==> config.mk <==
export PLATFORM = sky130hd
export DESIGN_NAME = openddr_refresh_ctrl
export DESIGN_NICKNAME = d
export VERILOG_FILES = /design/src/rtl/openddr_refresh_ctrl.sv
export SDC_FILE = /design/constraint.sdc
export NUM_CORES = 1
export LEC_CHECK = 0
export ABC_AREA = 1
export BUFFER_PORTS_ARGS = -buffer_cell sky130_fd_sc_hd__buf_2
export CAP_MARGIN = 5
export CORE_MARGIN = 2
export CORE_UTILIZATION = 50
export DETAILED_ROUTE_END_ITERATION = 10
export PLACE_DENSITY = 0.84
export SLEW_MARGIN = 10
export SYNTH_ARGS = -nofsm -noshare
export SYNTH_HDL_FRONTEND = slang
export SYNTH_SLANG_ARGS = --single-unit
==> constraint.sdc <==
create_clock -name mck -period 2.1 [get_ports mck]
set_input_delay 0.21 -clock mck [delete_from_list [all_inputs] [get_ports mck]]
set_output_delay 0.21 -clock mck [all_outputs]
set_load 0.05 [all_outputs]
==> src/rtl/openddr_refresh_ctrl.sv <==
`timescale 1ns/1ps
// Auto-refresh sequencer: tREFI tick generation, owed-refresh accounting and the
// PREA/REF command sequence issued while the scheduler's bus grant is held.
//
// state       | meaning
// ------------+------------------------------------------------------------
// ST_IDLE     | no sequence; waiting for owed refreshes and an opportunity
// ST_REQ      | ref_req high, waiting for ref_gnt
// ST_PREA     | PREA presented on the command bus until cmd_ready
// ST_WAIT_RP  | tRP countdown after the accepted PREA
// ST_REF      | REF presented on the command bus until cmd_ready
// ST_WAIT_RFC | tRFC countdown; ref_done on the terminal cycle
module openddr_refresh_ctrl #(
    parameter int MAX_PEND = 8,
    parameter int TREFI_W  = 16,
    parameter int TRFC_W   = 10,
    localparam int PEND_W  = $clog2(MAX_PEND + 1)
) (
    input  logic               mck,
    input  logic               mc_rst_b,
    input  logic               cfg_ref_en,
    input  logic [TREFI_W-1:0] cfg_trefi,
    input  logic [5:0]         cfg_trp,
    input  logic [TRFC_W-1:0]  cfg_trfc,
    input  logic [3:0]         cfg_postpone,
    input  logic               sched_idle,
    input  logic               banks_open,
    output logic               ref_req,
    input  logic               ref_gnt,
    output logic               ref_urgent,
    output logic               cmd_valid,
    output logic               cmd_is_ref,
    input  logic               cmd_ready,
    output logic [PEND_W-1:0]  pend_cnt,
    output logic               ref_done,
    output logic               ref_overflow
);
    localparam int WAIT_W = (TRFC_W > 6) ? TRFC_W : 6;

    localparam logic [2:0] ST_IDLE     = 3'd0;
    localparam logic [2:0] ST_REQ      = 3'd1;
    localparam logic [2:0] ST_PREA     = 3'd2;
    localparam logic [2:0] ST_WAIT_RP  = 3'd3;
    localparam logic [2:0] ST_REF      = 3'd4;
    localparam logic [2:0] ST_WAIT_RFC = 3'd5;

    logic [2:0]         state_q, state_d;
    logic [TREFI_W-1:0] trefi_cnt_q, trefi_cnt_d;
    logic [WAIT_W-1:0]  wait_cnt_q, wait_cnt_d;
    logic [PEND_W-1:0]  pend_cnt_q, pend_cnt_d;
    logic               ovf_q, ovf_d;
    logic               req_q, req_d;
    logic               drain_q, drain_d;
    logic               tick;
    logic               cnt_en;
    logic               ref_done_c;
    logic               urgent_c;
    logic               chain_ref;
    logic [3:0]         postpone_eff;

    assign cnt_en       = cfg_ref_en && (cfg_trefi != '0);
    assign postpone_eff = (cfg_postpone == 4'd0) ? 4'd1 : cfg_postpone;
    assign urgent_c     = (32'(pend_cnt_q) >= 32'(postpone_eff));
    assign ref_done_c   = (state_q == ST_WAIT_RFC) && (wait_cnt_q == '0);
    // Once escalated, keep draining under the same grant until one refresh is left.
    assign chain_ref    = (pend_cnt_q > PEND_W'(1)) && (drain_q || urgent_c);

    // Counter starts at 0 so the first enabled cycle loads cfg_trefi without a tick.
    always_comb begin
        trefi_cnt_d = trefi_cnt_q;
        tick        = 1'b0;
        if (cnt_en) begin
            if (trefi_cnt_q <= TREFI_W'(1)) begin
                trefi_cnt_d = cfg_trefi;
                tick        = (trefi_cnt_q == TREFI_W'(1));
            end else begin
                trefi_cnt_d = trefi_cnt_q - TREFI_W'(1);
            end
        end
    end

    always_comb begin
        pend_cnt_d = pend_cnt_q;
        ovf_d      = ovf_q;
        case ({tick, ref_done_c})
            2'b10: begin
                if (pend_cnt_q == PEND_W'(MAX_PEND)) begin
                    ovf_d = 1'b1;
                end else begin
                    pend_cnt_d = pend_cnt_q + PEND_W'(1);
                end
            end
            2'b01: begin
                if (pend_cnt_q != '0) begin
                    pend_cnt_d = pend_cnt_q - PEND_W'(1);
                end
            end
            default: pend_cnt_d = pend_cnt_q;
        endcase
    end

    always_comb begin
        state_d    = state_q;
        wait_cnt_d = wait_cnt_q;
        req_d      = req_q;
        case (state_q)
            ST_IDLE: begin
                if ((pend_cnt_q != '0) && (sched_idle || urgent_c)) begin
                    state_d = ST_REQ;
                    req_d   = 1'b1;
                end
            end
            ST_REQ: begin
                if (ref_gnt) begin
                    state_d = banks_open ? ST_PREA : ST_REF;
                end
            end
            ST_PREA: begin
                if (cmd_ready) begin
                    if (cfg_trp == 6'd0) begin
                        state_d = ST_REF;
                    end else begin
                        wait_cnt_d = WAIT_W'(cfg_trp);
                        state_d    = ST_WAIT_RP;
                    end
                end
            end
            ST_WAIT_RP: begin
                if (wait_cnt_q <= WAIT_W'(1)) begin
                    state_d = ST_REF;
                end else begin
                    wait_cnt_d = wait_cnt_q - WAIT_W'(1);
                end
            end
            ST_REF: begin
                if (cmd_ready) begin
                    wait_cnt_d = WAIT_W'(cfg_trfc);
                    state_d    = ST_WAIT_RFC;
                end
            end
            ST_WAIT_RFC: begin
                if (wait_cnt_q == '0) begin
                    if (chain_ref) begin
                        state_d = ST_REF;
                    end else begin
                        state_d = ST_IDLE;
                        req_d   = 1'b0;
                    end
                end else begin
                    wait_cnt_d = wait_cnt_q - WAIT_W'(1);
                end
            end
            default: begin
                state_d = ST_IDLE;
                req_d   = 1'b0;
            end
        endcase
        drain_d = (state_d != ST_IDLE) && (drain_q || urgent_c);
    end

    always_ff @(posedge mck or negedge mc_rst_b) begin
        if (!mc_rst_b) begin
            state_q     <= ST_IDLE;
            trefi_cnt_q <= '0;
            wait_cnt_q  <= '0;
            pend_cnt_q  <= '0;
            ovf_q       <= 1'b0;
            req_q       <= 1'b0;
            drain_q     <= 1'b0;
        end else begin
            state_q     <= state_d;
            trefi_cnt_q <= trefi_cnt_d;
            wait_cnt_q  <= wait_cnt_d;
            pend_cnt_q  <= pend_cnt_d;
            ovf_q       <= ovf_d;
            req_q       <= req_d;
            drain_q     <= drain_d;
        end
    end

    assign ref_req      = req_q;
    assign ref_urgent   = urgent_c;
    assign cmd_valid    = (state_q == ST_PREA) || (state_q == ST_REF);
    assign cmd_is_ref   = (state_q == ST_REF);
    assign pend_cnt     = pend_cnt_q;
    assign ref_done     = ref_done_c;
    assign ref_overflow = ovf_q;

endmodule
=== Yosys cells after proc, flatten, opt, wreduce, memory -nomap -nowiden ===
Cells that the tools add are included.

* Output and inout port bits: 10
* Bits in registers: 36

* Equality and inequality tests: 19
* Bitwise operators: 1
* $lt $le $gt $ge: 4
* Reductions and logical operators: 22
* Multiplexer cells: 27
* Add/sub/neg operators: 4

{| class="wikitable"
|+ Operators with widths
! kind !! count
|-
| $mux 10 || 5
|-
| $pmux 10 s4 || 1
|-
| $mux 3 || 9
|-
| $pmux 3 s6 || 1
|-
| $eq 16x1->1 const B || 1
|-
| $le 16x1->1 const B || 1
|-
| $mux 16 || 1
|-
| $ne 2x2->1 const B || 8
|-
| $reduce_bool 16->1 || 1
|-
| $sub 16x1->16 const B || 1
|-
| $mux 4 || 3
|-
| $le 10x1->1 const B || 1
|-
| $logic_not 10->1 || 1
|-
| $sub 10x1->10 const B || 1
|-
| $pmux 4 s2 || 1
|-
| $reduce_bool 4->1 || 2
|-
| $eq 3x2->1 const B || 2
|-
| $eq 3x3->1 const B || 2
|-
| $logic_not 6->1 || 1
|-
| $reduce_and 6->1 || 1
|-
| $logic_and 1x1->1 || 5
|-
| $mux 1 || 5
|-
| $add 4x1->4 const B || 1
|-
| $eq 4x4->1 const B || 1
|-
| other kinds (18) || 21
|}

=== Longest topological paths before layout ===
Gate-level depths: netlist (run 1).

* Depth in word-level cells: 10
* Depth in mapped cells: 13

=== Worst setup path before layout (run 1) ===
OpenSTA, ideal clock, no wires.

* Path kind: reg-to-output
* Start point: reg pend_cnt_q[0] (netlist: pend_cnt[0])
* End point: out ref_urgent
* Data required time: 1.890 ns
* Stages on the path, launching flop included: 5
* Arrival time: 1.709 ns
* Slack: 0.181 ns
* Buffers on the path: 0
* Cells stage by stage: dfrtp_1 inv_1 ha_1 nand4_1 nand3_1

* Cells in the longest elaborated chain, start to end: 1

{| class="wikitable"
|+ RTL lines
! item !! line !! RTL
|-
| start, declared || 50 || <nowiki>logic [PEND_W-1:0] pend_cnt_q, pend_cnt_d;</nowiki>
|-
| start signal, assigned || 174 || <nowiki>pend_cnt_q <= pend_cnt_d;</nowiki>
|-
| $ge 4x4->1 || 63 || <nowiki>assign urgent_c = (32'(pend_cnt_q) >= 32'(postpone_eff));</nowiki>
|-
| end, declared || 30 || <nowiki>output logic ref_urgent,</nowiki>
|}

Every way passes these cells.

=== Worst setup path in the final report (run 1) ===
Ends and elaborated chain as after synthesis.

==> results by group, run 1 <==
Placed design
  • Dpl cells: ~540
  • DP Area: 3204 sq um
  • Input/output buffers: between 50 and 60
  • Final HPWL DP: between 5 and 6 mm
  • Gpl congestion: just under 0.9

Hold path
  • Hold Path Class: in -> async

Pwr
  • PD cells: about 1200 nW/um^2
  • Clock network power share: between 10% and 20%
  • Cell internal pwr: a little over 2000 uW
  • Seq pwr share: approximately 30%
  • Switching Share: slightly below 50%
  • P_sw: 1939 uW
  • Leak: between 0.0015 and 0.002 uW
  • Comb pwr share: 54.9%
  • VDD IR max: 0.5441 mV

Drt
  • Vias per cell: between 5 and 6
  • Drt wl/cell: 12.00 um
  • Antenna-violating nets left: 0
  • Post-route DRC: 0
  • Total number of vias: roughly 2900
  • Drt pass-1 iters: 4
  • Initial DRC count: approximately 160
  • Drt total wl: 6.625 mm

Clock tree
  • CTS tree: yes
  • Number of H-tree levels: 2
  • # clock sinks: 36
  • Clk_lat worst skew: 0.29 ns
  • Root Buffer: clkbuf_8
  • CTS buffer count: 5
  • Setup bufs post-CTS: 0
  • Worst-case clock buffer depth: 2
  • Clock-pin slew on the worst setup and hold paths: roughly 0.08 ns

Die
  • Die X-Extent: ~80 um
  • Die area: 6347 sq um
  • Die H: roughly 80 um
  • Io pins: between 50 and 60
  • Initial Util: between 50% and 60%
  • Row cnt: 27
  • Core Footprint: 5507 sq um

Timing
  • Setup TNS: 0 ns
  • Clock Skew: roughly 0.0086 ns
  • RSZ-0062 raised after global routing: no
  • Slew HR: around 45%
  • Max Slew Vio Count: 0
  • Worst slew pin tran: between 0.8 and 0.9 ns
  • Final setup fails: 0
  • Crit path time final: around 2.0 ns
  • Max Freq: a little over 500 MHz
  • Fin crit share: ~93%
  • Final Hold Viols: 0

Logic synthesis
  • Synthesized instance count: roughly 420
  • Synth Net Count: around 480
  • Mapped cell area: ~2900 sq um
  • Async set-reset flop share out of synthesis: between 90% and 100%
  • Area leader, netlist: dfrtp_1
  • Yosys top cell area share: a little under a third
  • Synth top area cells: dfrtp_1 (31%), nand2_1 (13%), inv_1 (7.9%)
  • Seq/Total Area, Yosys: between 30% and 40%
  • Syn. warnings: 0
  • Syn avg cell area: between 6 and 7 sq um
  • Post-synth EDFFs: 0
  • Seq cells post-synth: 36
  • Yosys cell types: 37
  • Top FF cell, synth: dfrtp_1

Status
  • Status: completed

Global route
  • M3 GR Usage: 3.281%
  • Largest net degree at the start of global routing: 37
  • Number of global-route vias before repair: 2817
  • Met2 GRT Util: about two fifths
  • Met1 Track Usage GR: 27.44%
  • First-pass GRT wire length: roughly 12 mm
  • Busiest grt layer: met2
  • Total gr overflow: 0
  • Antenna violations before repair: 0
  • Tot GR Track Use: a little under a quarter

Worst setup path
  • Worst Setup Start Kind: flip-flop
  • Reg2reg end: trefi_cnt_q[5]
  • Reg2Reg Depth: 8
  • Reg-to-Reg Start: trefi_cnt_q[0]
  • Setup crit end kind: output pin
  • Arr. time, crit path: ~1.8 ns
  • CP max FO: 7
  • Worst path required time: roughly 1.9 ns
  • R2R Setup Slk: 0.20 ns
  • Crit Path Category: reg -> out

Layout
  • Layout cells sized above 1: 20.63%
  • Design area: 3314 sq um
  • NumNets Final: between 500 and 600
  • Antenna Cells: 0
  • Layout Cells excl Fill: ~550
  • Area grow syn2layout: 15.78%
  • Fill count: just over 500

Run
  • Max Cap Viol: 0
## placed cells by master (no fill, tap or decap), drive strengths merged
cell,netlist,layout
xor2,10,10
nor2,58,58
clkinv,1,2
nor3,8,8
buf,4,57
o21ai,37,37
ha,13,13
nand2,107,107
a22oi,4,4
a32o,1,1
o31ai,2,2
nor4,1,1
inv,64,64
nand4,6,6
nand3b,3,3
xnor2,2,2
nand3,36,36
o21bai,1,1
clkbuf,3,6
or2,2,2
bufinv,0,1
o2111ai,1,1
dfrtp,36,36
a21oi,10,10
a31o,1,1
o211ai,6,6
o22ai,5,5
## metrics by stage
step	worst slack (ns)	power (uW)	hold WS, ns	utilization, %
finish	0.1386	3984	0.01721	60.19
global route	0.009997	4384	0.08161	60.19
CTS	0.1259	3993	0.04012	60.15
detailed placement	0.1852	3363	0.3613	58.19
global placement	0.3494	3283	0.3650	58.19
floorplan	0.1814	2927	-0.08559	-
## flip-flops by register name (all words and copies together) (netlist names)
| signal | count |
|---|---|
| trefi_cnt_q | 16 |
| wait_cnt_q | 10 |
| pend_cnt | 4 |
| state_q | 3 |
| drain_q | 1 |
| ref_overflow | 1 |
| ref_req | 1 |
## metal layers
layer,vias to the layer above,wire (um)
met5,-,0
met4,0,64
met3,7,317
met2,73,3307
met1,1327,2935
li1,1480,-
## worst max path at each step
stage | from | end | slack, ns
3_5_place_dp | trefi_cnt_q[0] | trefi_cnt_q[5] | 0.19
5_1_grt | trefi_cnt_q[0] | trefi_cnt_q[2] | 0.01
2_1_floorplan | pend_cnt[0] | ref_urgent | 0.18
3_3_place_gp | trefi_cnt_q[0] | trefi_cnt_q[3] | 0.35
6_report | pend_cnt[0] | ref_urgent | 0.14
4_1_cts | pend_cnt[0] | ref_urgent | 0.13
## area by class of cell
type	count	area (sq um)	share of cell area, %
Clock buffer	6	72.57	2.190
Clock inverter	2	35.03	1.057
Inverter	65	246.5	7.437
Multi-Input combinational cell	314	1672	50.43
Sequential cell	36	900.9	27.18
Tap cell	72	90.09	2.718
Timing Repair Buffer	57	297.8	8.985
## cells by family after synthesis
| family | Yosys count | share of synthesized area, % |
|---|---|---|
| fa+ha+maj | 13 | 5.682 |
| flops | 36 | 31.47 |
| xor+xnor | 12 | 3.671 |
| compound gates | 68 | 14.47 |
| simple gates | 221 | 34.48 |
| buf+inv | 72 | 10.23 |
## Yosys cell counts, drive strengths merged (2+ instances only)
cell	number
a21oi	10
a22oi	4
buf	4
clkbuf	3
dfrtp	36
ha	13
inv	64
nand2	107
nand3	36
nand3b	3
nand4	6
nor2	58
nor3	8
o211ai	6
o21ai	37
o22ai	5
o31ai	2
or2	2
xnor2	2
xor2	10
## worst max-delay path, stage by stage (launching register included)
cell and delay, ns:
dfrtp_1 0.47, inv_1 0.16, ha_1 0.30, nand4_1 0.14, nand3_1 0.12, buf_2 0.26
## power by group through the flow
| stage | Combinational (uW) | Clock (uW) | Sequential (uW) |
|---|---|---|---|
| after detailed placement | 2170 | 0 | 1190 |
| after global routing | 2510 | 652 | 1230 |
| after floorplan | 1730 | 0 | 1190 |
| final | 2190 | 615 | 1180 |
| after CTS | 2190 | 628 | 1180 |
| after global placement | 2100 | 0 | 1180 |
## what timing repair did
action | CTS | global route
resized for setup | 0 | 1
hold buffers | 0 | 0
setup endpoints to repair | 0 | 3
hold endpoints to repair | 0 | 0
Note: power is estimated with default switching activity, not from simulation.
==> run 2: changes to the inputs <==
MAX_ROUTING_LAYER = met4   (was default)
==> run 2 against run 1 <==
First-iteration DRC count is 14% lower; combinational power hardly changed; setup slack better by 0.023 ns; via count about the same; clock skew grew 0.0016 ns; cell count is the same; total power is essentially flat; clock power barely moved; die area is the same.
==> results by group, run 2 (synthesized netlist as in run 1, its figures left out) <==
Global route
  • First-pass GRT wire length: 11.12 mm
  • Total gr overflow: 0
  • Number of global-route vias before repair: approximately 2600
  • Tot GR Track Use: between 20% and 30%
  • Antenna violations before repair: 0
  • Largest net degree at the start of global routing: 37

Die
  • Die area: between 6000 and 7000 sq um
  • Io pins: between 50 and 60
  • Die X-Extent: 79.67 um
  • Core Footprint: between 5000 and 6000 sq um
  • Initial Util: slightly above 50%
  • Row cnt: 27
  • Die H: about 80 um

Run
  • Max Cap Viol: 0

Pwr
  • VDD IR max: 0.6138 mV
  • Leak: about 0.0018 uW
  • PD cells: 1203 nW/um^2

Worst setup path
  • Largest stage delay, worst path: around 0.46 ns
  • Reg2reg end: drain_q
  • CP bufs+invs: 2
  • Reg2Reg Depth: 8
  • Reg-to-Reg Start: pend_cnt[0]
  • Setup crit end kind: output pin
  • Crit Path Category: reg -> out
  • Arr. time, crit path: about 1.7 ns
  • Setup crit start: pend_cnt[0]
  • R2R Setup Slk: between 0.2 and 0.25 ns
  • CP max FO: 7
  • Worst Setup Start Kind: flip-flop
  • CP max stage cell: dfrtp_1
  • Crit path max-delay family: flip-flops
  • Worst-path cell chain: inv_1, ha_1, nand4_1, nand3_1, buf_2
  • Worst path required time: 1.89 ns

Clock tree
  • CTS buffer count: 5
  • Number of H-tree levels: 2
  • Hold buffers post-CTS: 0
  • Setup bufs post-CTS: 0
  • CTS tree: yes
  • Root Buffer: clkbuf_8
  • # clock sinks: 36
  • Post_cts resized: 0
  • Worst-case clock buffer depth: 2
  • Clock-pin slew on the worst setup and hold paths: approximately 0.080 ns
  • Clk_lat worst skew: about 0.29 ns

Drt
  • Vias per cell: between 5 and 6
  • Initial DRC count: around 140
  • Drt total wl: approximately 6.5 mm
  • Post-route DRC: 0
  • Drt pass-1 iters: 5
  • Antenna-violating nets left: 0
  • Drt wl/cell: around 12 um
  • Total number of vias: just under 3000

Timing
  • RSZ-0062 raised after global routing: no
  • Clock Skew: a little over 0.01 ns
  • Max Slew Vio Count: 0
  • Final setup fails: 0
  • Slew HR: 45.54%
  • Final WS setup: about 0.16 ns
  • Fin crit share: a little over 90%
  • Final Hold Viols: 0
  • Crit path time final: 1.938 ns
  • Setup TNS: 0 ns
  • Max Freq: between 500 and 600 MHz
  • Worst slew pin tran: 0.8169 ns

Placed design
  • Gpl congestion: 0.8972
  • Input/output buffers: between 50 and 60
  • DP Worst Slack: between 0.2 and 0.25 ns
  • DP Area: around 3200 sq um
  • Final HPWL DP: between 5 and 6 mm

Hold path
  • Hold Path Class: in -> async

Layout
  • Area grow syn2layout: 15.69%
  • Most flops, register: trefi_cnt_q
  • Largest register FFs: 16
  • Area of the multi-input gates: about 1700 sq um
  • Fill count: 524
  • Layout cells sized above 1: 20.42%
  • Storage cell area: approximately 900 sq um
  • Antenna Cells: 0
  • NumNets Final: 535
  • Design area: 3312 sq um
  • Most common cell after layout, fill and taps aside: nand2_1
  • Commonest cells after routing, fill and taps aside: nand2_1 (97), inv_1 (60), buf_2 (52)

Status
  • Status: completed
==> run 2: changes by cell type in the layout (fill, tap and decap cells not counted) <==
| cell | change |
|---|---|
| nand2_1 | +1 |
| nand2_2 | -1 |
==> run 2: power breakdown <==
group	switching, uW	internal (uW)	leakage, uW
logic	1440	744	0.00128
clock network	259	353	0.0000552
registers	235	949	0.000464
==> run 2: worst register-to-register path, stage by stage (launching register included) <==
cell and delay [ns]:
dfrtp_1 0.46, inv_1 0.15, ha_1 0.32, nand4_1 0.14, nand4_1 0.14, a21oi_1 0.25
nand3_1 0.15, nor2_1 0.10, nor2_1 0.04
==> run 2: how the worst max path moves through the flow <==
| stage | end | slack, ns | cells after the start |
|---|---|---|---|
| after floorplan | ref_urgent | 0.18 | 4 |
| after global placement | wait_cnt_q[9] | 0.36 | 11 |
| after detailed placement | trefi_cnt_q[3] | 0.24 | 8 |
| after CTS | ref_urgent | 0.15 | 5 |
| after global routing | trefi_cnt_q[2] | 0.006 | 8 |
| final | ref_urgent | 0.16 | 5 |
==> run 2: cell type report <==
type / count / share of cell area, %
Multi-Input combinational cell: 314 / 50.40
Sequential cell: 36 / 27.20
Clock buffer: 6 / 2.191
Tap cell: 72 / 2.720
Timing Repair Buffer: 57 / 8.991
Clock inverter: 2 / 1.058
Inverter: 65 / 7.442
==> run 2: per-stage QoR <==
step                      std cells  power [uW]  hold slack, ns  util [%]
after CTS                       552        3981         0.03569     60.15
final                           552        3984       0.0008034     60.15
after detailed placement        544        3354          0.3607     58.19
after global placement          544        3284          0.3521     58.19
after global routing            552        4352         0.07091     60.15
after floorplan                 422        2927        -0.08559         -
==> run 2: routing by layer <==
layer	vias up	share of wire [%]	track usage, %
met5	-	0	-
met4	0	0.89	7.586
met3	7	6.1	4.864
met2	98	49	37.82
met1	1300	44	26.95
li1	1481	-	-
==> run 3: changes to the inputs <==
HOLD_SLACK_MARGIN = 0.1   (was default)
==> run 3 against run 2 <==
Count of clock-buffer cells in the layout is the same; setup slack gained 0.00063 ns; sequential power is essentially flat; fmax is essentially flat; final area grew 0.30%; critical path type unchanged; highest routed layer unchanged.
==> results by group, run 3 (synthesized netlist as in run 1, its figures left out) <==
Clock tree
  • Clock-pin slew on the worst setup and hold paths: approximately 0.070 ns
  • Worst-case clock buffer depth: 2
  • Root Buffer: clkbuf_8
  • CTS buffer count: 5
  • # clock sinks: 36
  • CTS tree: yes
  • Number of H-tree levels: 2
  • Setup bufs post-CTS: 0
  • Clk_lat worst skew: 0.29 ns

Layout
  • Area grow syn2layout: 16.04%
  • Largest register FFs: 16
  • Layout cells sized above 1: 20.37%
  • Most flops, register: trefi_cnt_q
  • Commonest cells after routing, fill and taps aside: nand2_1 (97), inv_1 (60), buf_2 (52)
  • NumNets Final: ~540
  • Antenna Cells: 0
  • Most common cell after layout, fill and taps aside: nand2_1

Timing
  • Fin crit share: 92.26%
  • Final setup fails: 0
  • Slew HR: a little under half
  • Worst slew pin tran: 0.8172 ns
  • Clock Skew: between 0.01 and 0.015 ns
  • RSZ-0062 raised after global routing: no
  • Crit path time final: between 1.5 and 2 ns
  • Max Freq: between 500 and 600 MHz
  • Final Hold Viols: 0
  • Setup TNS: 0 ns
  • Max Slew Vio Count: 0
  • Tightest hold margin: ~0.19 ns

Worst setup path
  • Crit Path Category: reg -> out
  • Setup crit end kind: output pin
  • Worst Setup Start Kind: flip-flop
  • R2R Setup Slk: about 0.23 ns
  • Worst path required time: between 1.5 and 2 ns
  • CP max FO: 7
  • Arr. time, crit path: 1.73 ns

Pwr
  • Final Power: between 3000 and 4000 uW
  • PD cells: 1199 nW/um^2
  • Leak: 0.001805 uW
  • VDD IR max: between 0.6 and 0.7 mV

Drt
  • Total number of vias: roughly 2900
  • Vias per cell: ~5.2
  • Initial DRC count: approximately 140
  • Antenna-violating nets left: 0
  • Drt wl/cell: about 12 um
  • Drt pass-1 iters: 4
  • Post-route DRC: 0
  • Drt total wl: ~6.5 mm

Placed design
  • Final HPWL DP: 5.009 mm
  • Gpl congestion: 0.8972
  • Input/output buffers: 52

Global route
  • Number of global-route vias before repair: 2631
  • Tot GR Track Use: around 23%
  • Busiest grt layer: met2
  • M3 GR Usage: slightly below 5%
  • First-pass GRT wire length: 11.12 mm
  • Total gr overflow: 0
  • Antenna violations before repair: 0
  • Largest net degree at the start of global routing: 37
  • Met2 GRT Util: between 30% and 40%
  • Met1 Track Usage GR: between 20% and 30%

Die
  • Io pins: 53
  • Die area: 6347 sq um
  • Die H: 79.67 um
  • Core Footprint: roughly 5500 sq um
  • Row cnt: 27
  • Die X-Extent: between 70 and 80 um
  • Initial Util: 51.99%

Status
  • Status: completed

Run
  • Max Cap Viol: 0

Hold path
  • Hold Path Class: in -> reg
[run 3: worst max-delay path, cell delays in order, from the launching register on]
cell and delay (ns):
dfrtp_1 0.46, inv_1 0.15, ha_1 0.31, nand4_1 0.14
nand3_1 0.12, buf_2 0.26
[run 3: worst paths after layout]
path	end	startpoint	cells past startpoint
min in group asynchronous	trefi_cnt_q[11]	mc_rst_b	2
hold reg to reg	ref_overflow	ref_overflow	2
setup / recovery	ref_urgent	pend_cnt[0]	5
setup reg to reg	drain_q	pend_cnt[0]	8
hold / removal	trefi_cnt_q[1]	cfg_trefi[1]	3
max in group asynchronous	pend_cnt[3]	mc_rst_b	2
[run 3: cell type report]
class / instances / area [sq um]
inverter: 65 / 246.5
clock buffer: 6 / 72.57
multi-input combinational: 314 / 1669
sequential: 36 / 900.9
timing repair buffer: 58 / 307.8
tap: 72 / 90.09
fill: 524 / 2185
clock inverter: 2 / 35.03
[run 3: stage by stage]
step	instance area [sq um]	utilization, %	setup slack, ns	std cells
after floorplan	2863	-	0.1814	422
after global placement	3204	58.19	0.3584	544
after detailed placement	3204	58.19	0.2366	544
after CTS	3322	60.33	0.1479	553
after global routing	3322	60.33	0.005825	553
final	3322	60.33	0.1625	553
[run 3: report_power, final]
group / switching [uW] / internal, uW / total (uW)
Sequential: 235 / 949 / 1180
Clock: 259 / 353 / 611
Combinational: 1440 / 745 / 2190
Total: 1940 / 2050 / 3980
[run 3: repair_timing]
| item | 4_1_cts | 5_1_grt |
|---|---|---|
| gates resized for setup | 0 | 0 |
| hold endpoints to repair | 36 | 0 |
| hold buffers | 1 | 0 |
| endpoints found under the setup margin | 0 | 0 |
[run 3: routing by layer]
layer  part of all wire [%]  vias to the layer above  wire length (um)
met1                     44                     1307              2855
li1                       -                     1485                 -
met4                   0.90                        0                58
met5                      0                        -                 0
met3                    6.0                        7               385
met2                     49                       90              3171
